$ cat src/rtl/bcd_accumulator.sv
// Serial BCD-to-binary operand converter feeding a saturating/wrapping binary accumulator.
// One transaction: latch in IDLE, NUM_DIGITS CONVERT cycles (MSD first), one APPLY cycle.
module bcd_accumulator #(
  parameter int NUM_DIGITS = 3,
  parameter int ACC_WIDTH  = 10,
  parameter int SATURATE   = 1
) (
  input  logic                    clk,
  input  logic                    n_reset,
  input  logic [4*NUM_DIGITS-1:0] digits_in,
  input  logic [1:0]              op,
  input  logic                    load_valid,
  output logic                    load_ready,
  input  logic                    clr_flags,
  output logic [ACC_WIDTH-1:0]    acc_out,
  output logic                    done,
  output logic                    overflow,
  output logic                    underflow,
  output logic                    invalid_digit
);
  localparam int CW = 4*NUM_DIGITS;
  localparam int AW = ((CW > ACC_WIDTH) ? CW : ACC_WIDTH) + 1;
  localparam int IW = (NUM_DIGITS > 1) ? $clog2(NUM_DIGITS) : 1;
  localparam logic [AW-1:0] MAX_X = AW'({ACC_WIDTH{1'b1}});

  localparam logic [1:0] OP_ADD = 2'b00;
  localparam logic [1:0] OP_SUB = 2'b01;
  localparam logic [1:0] OP_SET = 2'b10;
  localparam logic [1:0] OP_CLR = 2'b11;

  typedef enum logic [1:0] {IDLE, CONVERT, APPLY} state_t;

  state_t          state, state_nxt;
  logic [CW-1:0]   digits_r, conv, conv_nxt;
  logic [1:0]      op_r;
  logic [IW-1:0]   idx;
  logic            bad;
  logic [3:0]      dig;
  logic [AW-1:0]   acc_x, conv_x, sum;
  logic [ACC_WIDTH-1:0] diff, res;
  logic            set_ovf, set_unf, set_inv, apply;

  always_ff @(posedge clk or negedge n_reset) begin
    if (!n_reset) state <= IDLE;
    else          state <= state_nxt;
  end

  always_comb begin
    state_nxt = state;
    case (state)
      IDLE:    if (load_valid) state_nxt = CONVERT;
      CONVERT: if (idx == '0)  state_nxt = APPLY;
      APPLY:   state_nxt = IDLE;
      default: state_nxt = IDLE;
    endcase
  end

  assign load_ready = (state == IDLE);
  assign apply      = (state == APPLY);

  // value*10 as (value<<3)+(value<<1), avoiding a multiplier
  assign dig      = digits_r[4*idx +: 4];
  assign conv_nxt = {conv[CW-4:0], 3'b000} + {conv[CW-2:0], 1'b0} + CW'(dig);

  assign acc_x  = AW'(acc_out);
  assign conv_x = AW'(conv);
  assign sum    = acc_x + conv_x;
  assign diff   = acc_out - conv_x[ACC_WIDTH-1:0];

  always_comb begin
    res     = acc_out;
    set_ovf = 1'b0;
    set_unf = 1'b0;
    set_inv = 1'b0;
    if (op_r != OP_CLR && bad) begin
      set_inv = 1'b1;
    end else begin
      case (op_r)
        OP_ADD: begin
          res = sum[ACC_WIDTH-1:0];
          if (sum > MAX_X) begin
            set_ovf = 1'b1;
            if (SATURATE != 0) res = {ACC_WIDTH{1'b1}};
          end
        end
        OP_SUB: begin
          res = diff;
          if (conv_x > acc_x) begin
            set_unf = 1'b1;
            if (SATURATE != 0) res = '0;
          end
        end
        OP_SET: begin
          res = conv_x[ACC_WIDTH-1:0];
          if (conv_x > MAX_X) begin
            set_ovf = 1'b1;
            if (SATURATE != 0) res = {ACC_WIDTH{1'b1}};
          end
        end
        default: res = '0;
      endcase
    end
  end

  always_ff @(posedge clk or negedge n_reset) begin
    if (!n_reset) begin
      digits_r      <= '0;
      op_r          <= '0;
      conv          <= '0;
      idx           <= '0;
      bad           <= 1'b0;
      acc_out       <= '0;
      done          <= 1'b0;
      overflow      <= 1'b0;
      underflow     <= 1'b0;
      invalid_digit <= 1'b0;
    end else begin
      done <= 1'b0;
      case (state)
        IDLE: if (load_valid) begin
          digits_r <= digits_in;
          op_r     <= op;
          conv     <= '0;
          idx      <= IW'(NUM_DIGITS-1);
          bad      <= 1'b0;
        end
        CONVERT: begin
          conv <= conv_nxt;
          idx  <= idx - 1'b1;
          if (dig > 4'd9) bad <= 1'b1;
        end
        APPLY: begin
          acc_out <= res;
          done    <= 1'b1;
        end
        default: ;
      endcase
      // a flag set on the same edge as clr_flags wins
      overflow      <= (apply & set_ovf) | (overflow      & ~clr_flags);
      underflow     <= (apply & set_unf) | (underflow     & ~clr_flags);
      invalid_digit <= (apply & set_inv) | (invalid_digit & ~clr_flags);
    end
  end
endmodule

$ cat config.mk
export PLATFORM = sky130hd
export DESIGN_NAME = bcd_accumulator
export DESIGN_NICKNAME = d
export VERILOG_FILES = /design/src/rtl/bcd_accumulator.sv
export SDC_FILE = /design/constraint.sdc
export NUM_CORES = 1
export LEC_CHECK = 0
export CAP_MARGIN = 15
export CORE_AREA = 4 4 118 120
export CTS_CLUSTER_DIAMETER = 100
export DETAILED_ROUTE_END_ITERATION = 10
export DIE_AREA = 0 0 122 124
export PLACE_DENSITY_LB_ADDON = 0.1
export RECOVER_POWER = 100
export SYNTH_ARGS = -nofsm -noshare
export SYNTH_HDL_FRONTEND = slang
export SYNTH_SLANG_ARGS = --single-unit
$ cat constraint.sdc
create_clock -name clk -period 7.7 [get_ports clk]
set_input_delay 0.77 -clock clk [delete_from_list [all_inputs] [get_ports clk]]
set_output_delay 0.77 -clock clk [all_outputs]
set_load 0.1 [all_outputs]
==> flow_summary_export.csv, run 1 <==
group,metric,value,unit
cts,cts_made_buffers,5,
global_route,grt.met2_usage,25.2,%
global_route,grt_max_degree,46,
global_route,grt-busiest-layer,"met2",
layout,layout-drive-gt1-share,5.70,%
setup_path,crit_type,"flip-flop to flip-flop",
sta,worst_pin_slew,2630,ps
sta,layout_min_cycle_time,3340,ps
die,core-area,0.0130,mm^2
yosys,synth_fp_nets,522,
sta,rsz0062_at_grt,"false",
yosys,synth_edf_count,0,
detailed_routing,drt.antenna.violating_nets,0,
min_path,hp-class,"flip-flop to flip-flop",
cts,cts_tree,"built",
layout,fin_nets,543,
setup_path,path_cells,"ha_1 -> inv_1 -> fa_1 -> o21bai_2 -> o2111ai_1 -> a211oi_1 -> o21ai_0 -> o211ai_1 -> o311ai_0 -> a22o_1",
detailed_routing,drt_iter0_markers,251,
setup_path,cp_top_family,"compound AO/OA/AOI/OAI gates",
cts,hold_buffers,0,
sta,maxSlewHeadroom,-75.6,%
yosys,yosysUniqueCellTypes,64,
global_route,antenna_found_initial,0,
yosys,ys_ff_latch,45,
yosys,ys_seq_area_share,29.5,%
placement,gp_congestion,0.848,
setup_path,end_kind,"flip-flop",
sta,tns,0,ps
global_route,grt_pass1_wl,17600,um
detailed_routing,drc,0,
setup_path,cp_data_arrival_time,3530,ps
layout,antenna_cells,0,
setup_path,cpPeakStageDelay,510,ps
sta,setup_viol,0,
sta,clock-skew-final,10.5,ps
global_route,met3_usage,2.68,%
layout,seq_area,0.00113,mm^2
layout,multi_input_area,0.00241,mm^2
setup_path,start_kind,"flip-flop",
job,drv_cap,1,
yosys,syn_area,0.00382,mm^2
yosys,syn_area_per_cell,8.44,um^2
yosys,synth_area_leaders,"dfrtp_1, ha_1, nand2_1, inv_1, o21ai_0",
detailed_routing,dr.pass1.iters,4,
yosys,synth_top_area_cell,"dfrtp_1",
sta,slew_viol_final,46,
die,die_y,124,um
layout,layout_common_cells,"nand2_1, ha_1, dfrtp_1",
setup_path,slowest_stage,"dfrtp_1",
cts,clock_latency,300,ps
layout,final_common_cell,"nand2_1",
placement,portBuffers,32,
global_route,use_met1,19.6,%
die,start_util,29.4,%
layout,fill_cells,1378,
detailed_routing,vias_per_cell,5.01,
sta,hold_viol_final,0,
yosys,yosysWarnings,0,
die,ios,33,
cts,clock_sinks,45,
die,die_x,122,um
die,dieArea,0.0151,mm^2
layout,area_delta_synth_final,16.1,%
setup_path,critPathRequiredTime,7890,ps
cts,clockRootBuffer,"clkbuf_16",
sta,hold_ws,479,ps
detailed_routing,vias,3259,
placement,dp_hpwl,8000,um
yosys,yosysTopAreaCellShare,29.5,%
global_route,grt_overflow,0,
yosys,synth-async-reset-ratio,100,%
cts,htreeDepth,2,
sta,finalCritPeriodShare,43.3,%
outcome,outcome,"finished with violations",
sta,maxClockFrequency,300,MHz
setup_path,crit_buf_inv,1,
outcome,violations,"max-capacitance violations, max-slew violations",
global_route,track_usage,15.2,%
cts,cts.repair.resized,0,
setup_path,critPathMaxFanout,7,
yosys,syn-instance-count,452,
die,rows,42,
global_route,grt_pass1_vias,3275,
cts,cts_setup_buffers,0,
yosys,synth_flop_cell,"dfrtp_1",
detailed_routing,detail_route.wl_per_cell,16.6,um
detailed_routing,wl,10800,um
cts,cts.clk_slew.worst_paths,70,ps
cts,clock_path_buffers,2,
kinds of logic after synthesis:
kind of cell	after synthesis	share of synthesized area, %
multiplexers	6	1.57
adder cells (fa/ha/maj)	52	17.8
XOR/XNOR	16	3.67
AO/OA/AOI/OAI	128	24.3
AND/OR/NAND/NOR	141	16.5
buffers and inverters	64	6.66
flip-flops	45	29.5
flip-flops by register name, indices dropped and copies added, names as in the netlist:
name	cells
overflow	1
op_r	2
state	2
underflow	1
done	1
digits_r	12
invalid_digit	1
idx	2
bad	1
conv	12
acc_out	10
per-stage QoR:
| stage | cell area (um^2) | std cells | utilization, % | worst slack (ps) |
|---|---|---|---|---|
| after floorplan | 3820 | 452 | - | 4480 |
| after global placement | 4280 | 642 | 33.0 | 4580 |
| after detailed placement | 4280 | 642 | 33.0 | 4490 |
| after CTS | 4460 | 650 | 34.3 | 4470 |
| after global routing | 4430 | 650 | 34.1 | 4040 |
| final | 4430 | 650 | 34.1 | 4360 |
routing by layer:
metal | share of wire [%] | vias up
met1 | 46 | 1539
met2 | 48 | 75
met5 | 0 | -
met3 | 4.2 | 13
li1 | - | 1632
met4 | 2.0 | 0
cell usage after synthesis (3+ instances only):
library cell / count
nand2_1: 64
ha_1: 48
dfrtp_1: 45
inv_1: 40
o21ai_0: 28
nor2_1: 26
a21oi_1: 23
nand3_1: 16
clkbuf_1: 13
xnor2_1: 13
nand2b_1: 9
nor3_1: 8
o21a_1: 7
o31ai_1: 7
mux2i_1: 6
nor2b_1: 6
o211ai_1: 6
buf_2: 5
o21bai_1: 5
o22ai_1: 5
a211oi_1: 4
a21o_1: 4
a31oi_1: 4
fa_1: 4
or2_2: 4
o32ai_1: 3
xor2_1: 3
path summary, 6_finish.rpt:
path                                                end  depth (start not counted)  slack [ps]                    start
worst max-delay path             acc_out[6]$_DFFE_PN0P_                         10        4360      conv[0]$_DFFE_PN0P_
worst min-delay path            digits_r[0]$_DFFE_PN0P_                          2         480  digits_r[0]$_DFFE_PN0P_
worst max register to register   acc_out[6]$_DFFE_PN0P_                         10        4360      conv[0]$_DFFE_PN0P_
worst min register to register  digits_r[0]$_DFFE_PN0P_                          2         480  digits_r[0]$_DFFE_PN0P_
max in group asynchronous       digits_r[7]$_DFFE_PN0P_                          2        4820                  n_reset
min in group asynchronous        acc_out[4]$_DFFE_PN0P_                          2        1390                  n_reset
cell type report:
cell class,instances,share of cell area (%)
sequential,45,25.4
clock buffer,5,2.82
inverter,43,3.70
multi-input combinational,343,54.5
clock inverter,3,1.07
tap,176,4.97
timing repair buffer,35,7.54
worst register-to-register path, cell delays in order (launching register included):
cell       delay, ps
dfrtp_1          510
ha_1             240
inv_1             60
fa_1             420
o21bai_2         180
o2111ai_1        250
a211oi_1         430
o21ai_0          180
o211ai_1         480
o311ai_0         240
a22o_1           240
Power of run 1 is left out: the tool's default activity adds up to more than one toggle a clock period on the data nets, which glitch-free logic cannot reach.
==> run 2, diff against run 1 <==
clock period = 2.9 ns   (was 7.7 ns; I/O delays follow)
==> run 2 against run 1 <==
Against the previous run:
- routed wire length rose by 4.1%
- register-to-register slack worse by 4300 ps
- utilization up 1.9 points
- largest cell class unchanged
- clock-buffer cell count unchanged
- the flow now finishes without violations
- non-clock buffer count grew 29
- sequential share of layout area is 1.2 points lower
==> flow_summary_export.csv, run 2 (synthesis results as in run 1) <==
group,metric,value,unit
layout,layout_common_cells,"nand2_1, ha_1, dfrtp_1",
setup_path,crit_type,"flip-flop to flip-flop",
die,start_util,29.4,%
detailed_routing,drc,0,
global_route,grt_overflow,0,
cts,htreeDepth,2,
placement,portBuffers,32,
detailed_routing,drt.antenna.violating_nets,0,
detailed_routing,dr.pass1.iters,4,
setup_path,start_kind,"flip-flop",
setup_path,crit_path_start,"idx[1]$_DFFE_PN0P_",
sta,clock-skew-final,10.9,ps
min_path,hp-class,"primary input to asynchronous set/reset pin",
sta,layout_min_cycle_time,2840,ps
layout,layout-drive-gt1-share,15.3,%
setup_path,end_kind,"flip-flop",
cts,clock_path_buffers,2,
sta,slew_viol_final,0,
sta,worst_pin_slew,1180,ps
cts,clockRootBuffer,"clkbuf_16",
global_route,grt_pass1_vias,3409,
placement,dpl.cell_count,668,
job,drv_cap,0,
sta,maxSlewHeadroom,21.8,%
setup_path,path_cells,"mux2i_2 -> o22ai_2 -> fa_1 -> ha_1 -> a21o_1 -> a21o_1 -> a211oi_4 -> o21ai_1 -> a31oi_1 -> xnor2_1 -> o21ai_1",
placement,gp_congestion,0.850,
setup_path,critPathMaxFanout,3,
global_route,antenna_found_initial,0,
sta,rsz0062_at_grt,"true",
setup_path,slowest_stage,"fa_1",
setup_path,cpPeakStageDelay,570,ps
sta,finalCritPeriodShare,97.8,%
placement,place_area,0.00445,mm^2
layout,final_common_cell,"nand2_1",
die,die_y,124,um
detailed_routing,detail_route.wl_per_cell,16.5,um
die,ios,33,
global_route,grt_pass1_wl,18500,um
global_route,grt_max_degree,40,
die,dieArea,0.0151,mm^2
die,rows,42,
cts,cts.clk_slew.worst_paths,80,ps
detailed_routing,drt_iter0_markers,174,
cts,cts_made_buffers,5,
outcome,outcome,"completed",
cts,clock_latency,300,ps
detailed_routing,vias_per_cell,4.95,
sta,hold_viol_final,0,
setup_path,critPathRequiredTime,3050,ps
setup_path,reg2reg_slack,60,ps
die,die_x,122,um
setup_path,r2r-start,"idx[1]$_DFFE_PN0P_",
detailed_routing,wl,11200,um
layout,fin_nets,572,
sta,hold_ws,445,ps
layout,area_delta_synth_final,22.5,%
cts,clock_sinks,45,
layout,top_regs,"conv x12, digits_r x12, acc_out x10",
setup_path,cp_data_arrival_time,2990,ps
layout,antenna_cells,0,
sta,setup_viol,0,
placement,dp_hpwl,8530,um
sta,maxClockFrequency,353,MHz
cts,cts_tree,"built",
global_route,track_usage,15.9,%
layout,stdcell_count,679,
die,core-area,0.0130,mm^2
layout,final_area,0.00467,mm^2
detailed_routing,vias,3359,
-- run 2: changes by cell type in the layout (fill, tap and decap cells not counted), sizes merged --
cell,before,now
clkinvlp,0,1
clkdlybuf4s50,15,16
buf,3,30
dlygate4sd3,16,1
clkbuf,6,22
inv,45,44
-- run 2: stage by stage --
stage | utilization (%) | worst slack, ps | setup TNS (ps)
2_1_floorplan | - | -43.9 | -43.9
5_1_grt | 36.0 | -130 | -331
6_report | 36.0 | 64.2 | 0
4_1_cts | 35.8 | 0.899 | 0
3_5_place_dp | 34.3 | -87.9 | -140
3_3_place_gp | 34.3 | -27.0 | -27.0
-- run 2: worst paths after layout --
check	end	cells past startpoint
worst min register to register	digits_r[8]$_DFFE_PN0P_	2
worst max register to register	conv[11]$_DFFE_PN0P_	11
worst min-delay path	acc_out[2]$_DFFE_PN0P_	2
worst max-delay path	conv[11]$_DFFE_PN0P_	11
min in group clk	digits_r[8]$_DFFE_PN0P_	2
max in group asynchronous	idx[0]$_DFFE_PN0P_	3
-- run 2: cell type report --
class	count	area [um^2]
clock buffers	5	125
inverters	43	164
flip-flops and latches	45	1130
multi-input cells	343	2520
well taps	176	220
fillers	1372	8310
clock inverters	3	48.8
repair buffers	64	464
-- run 2: metal layers --
| metal | vias up | global-route usage [%] | wire length [um] |
|---|---|---|---|
| met2 | 59 | 27.0 | 5560 |
| met1 | 1612 | 20.2 | 5110 |
| met3 | 10 | 3.18 | 406 |
| li1 | 1678 | - | - |
| met4 | 0 | 5.60 | 139 |
| met5 | - | 0 | 0 |
-- run 2: worst max-delay path: cells and delay by family, from the launching register on --
family / cells / cell delay (ps)
AOI/OAI and AO/OA: 7 / 1090
adders and majority gates: 2 / 800
DFF: 1 / 410
muxes: 1 / 240
xor gates and xnor gates: 1 / 140
-- run 2: what timing repair did --
action,CTS,global route
resized for setup,3,23
endpoints found under the hold margin,6,0
hold buffers,1,0
pin swaps,1,19
endpoints found under the setup margin,3,12
setup buffers,0,2
Power of run 2 is left out for the same reason.
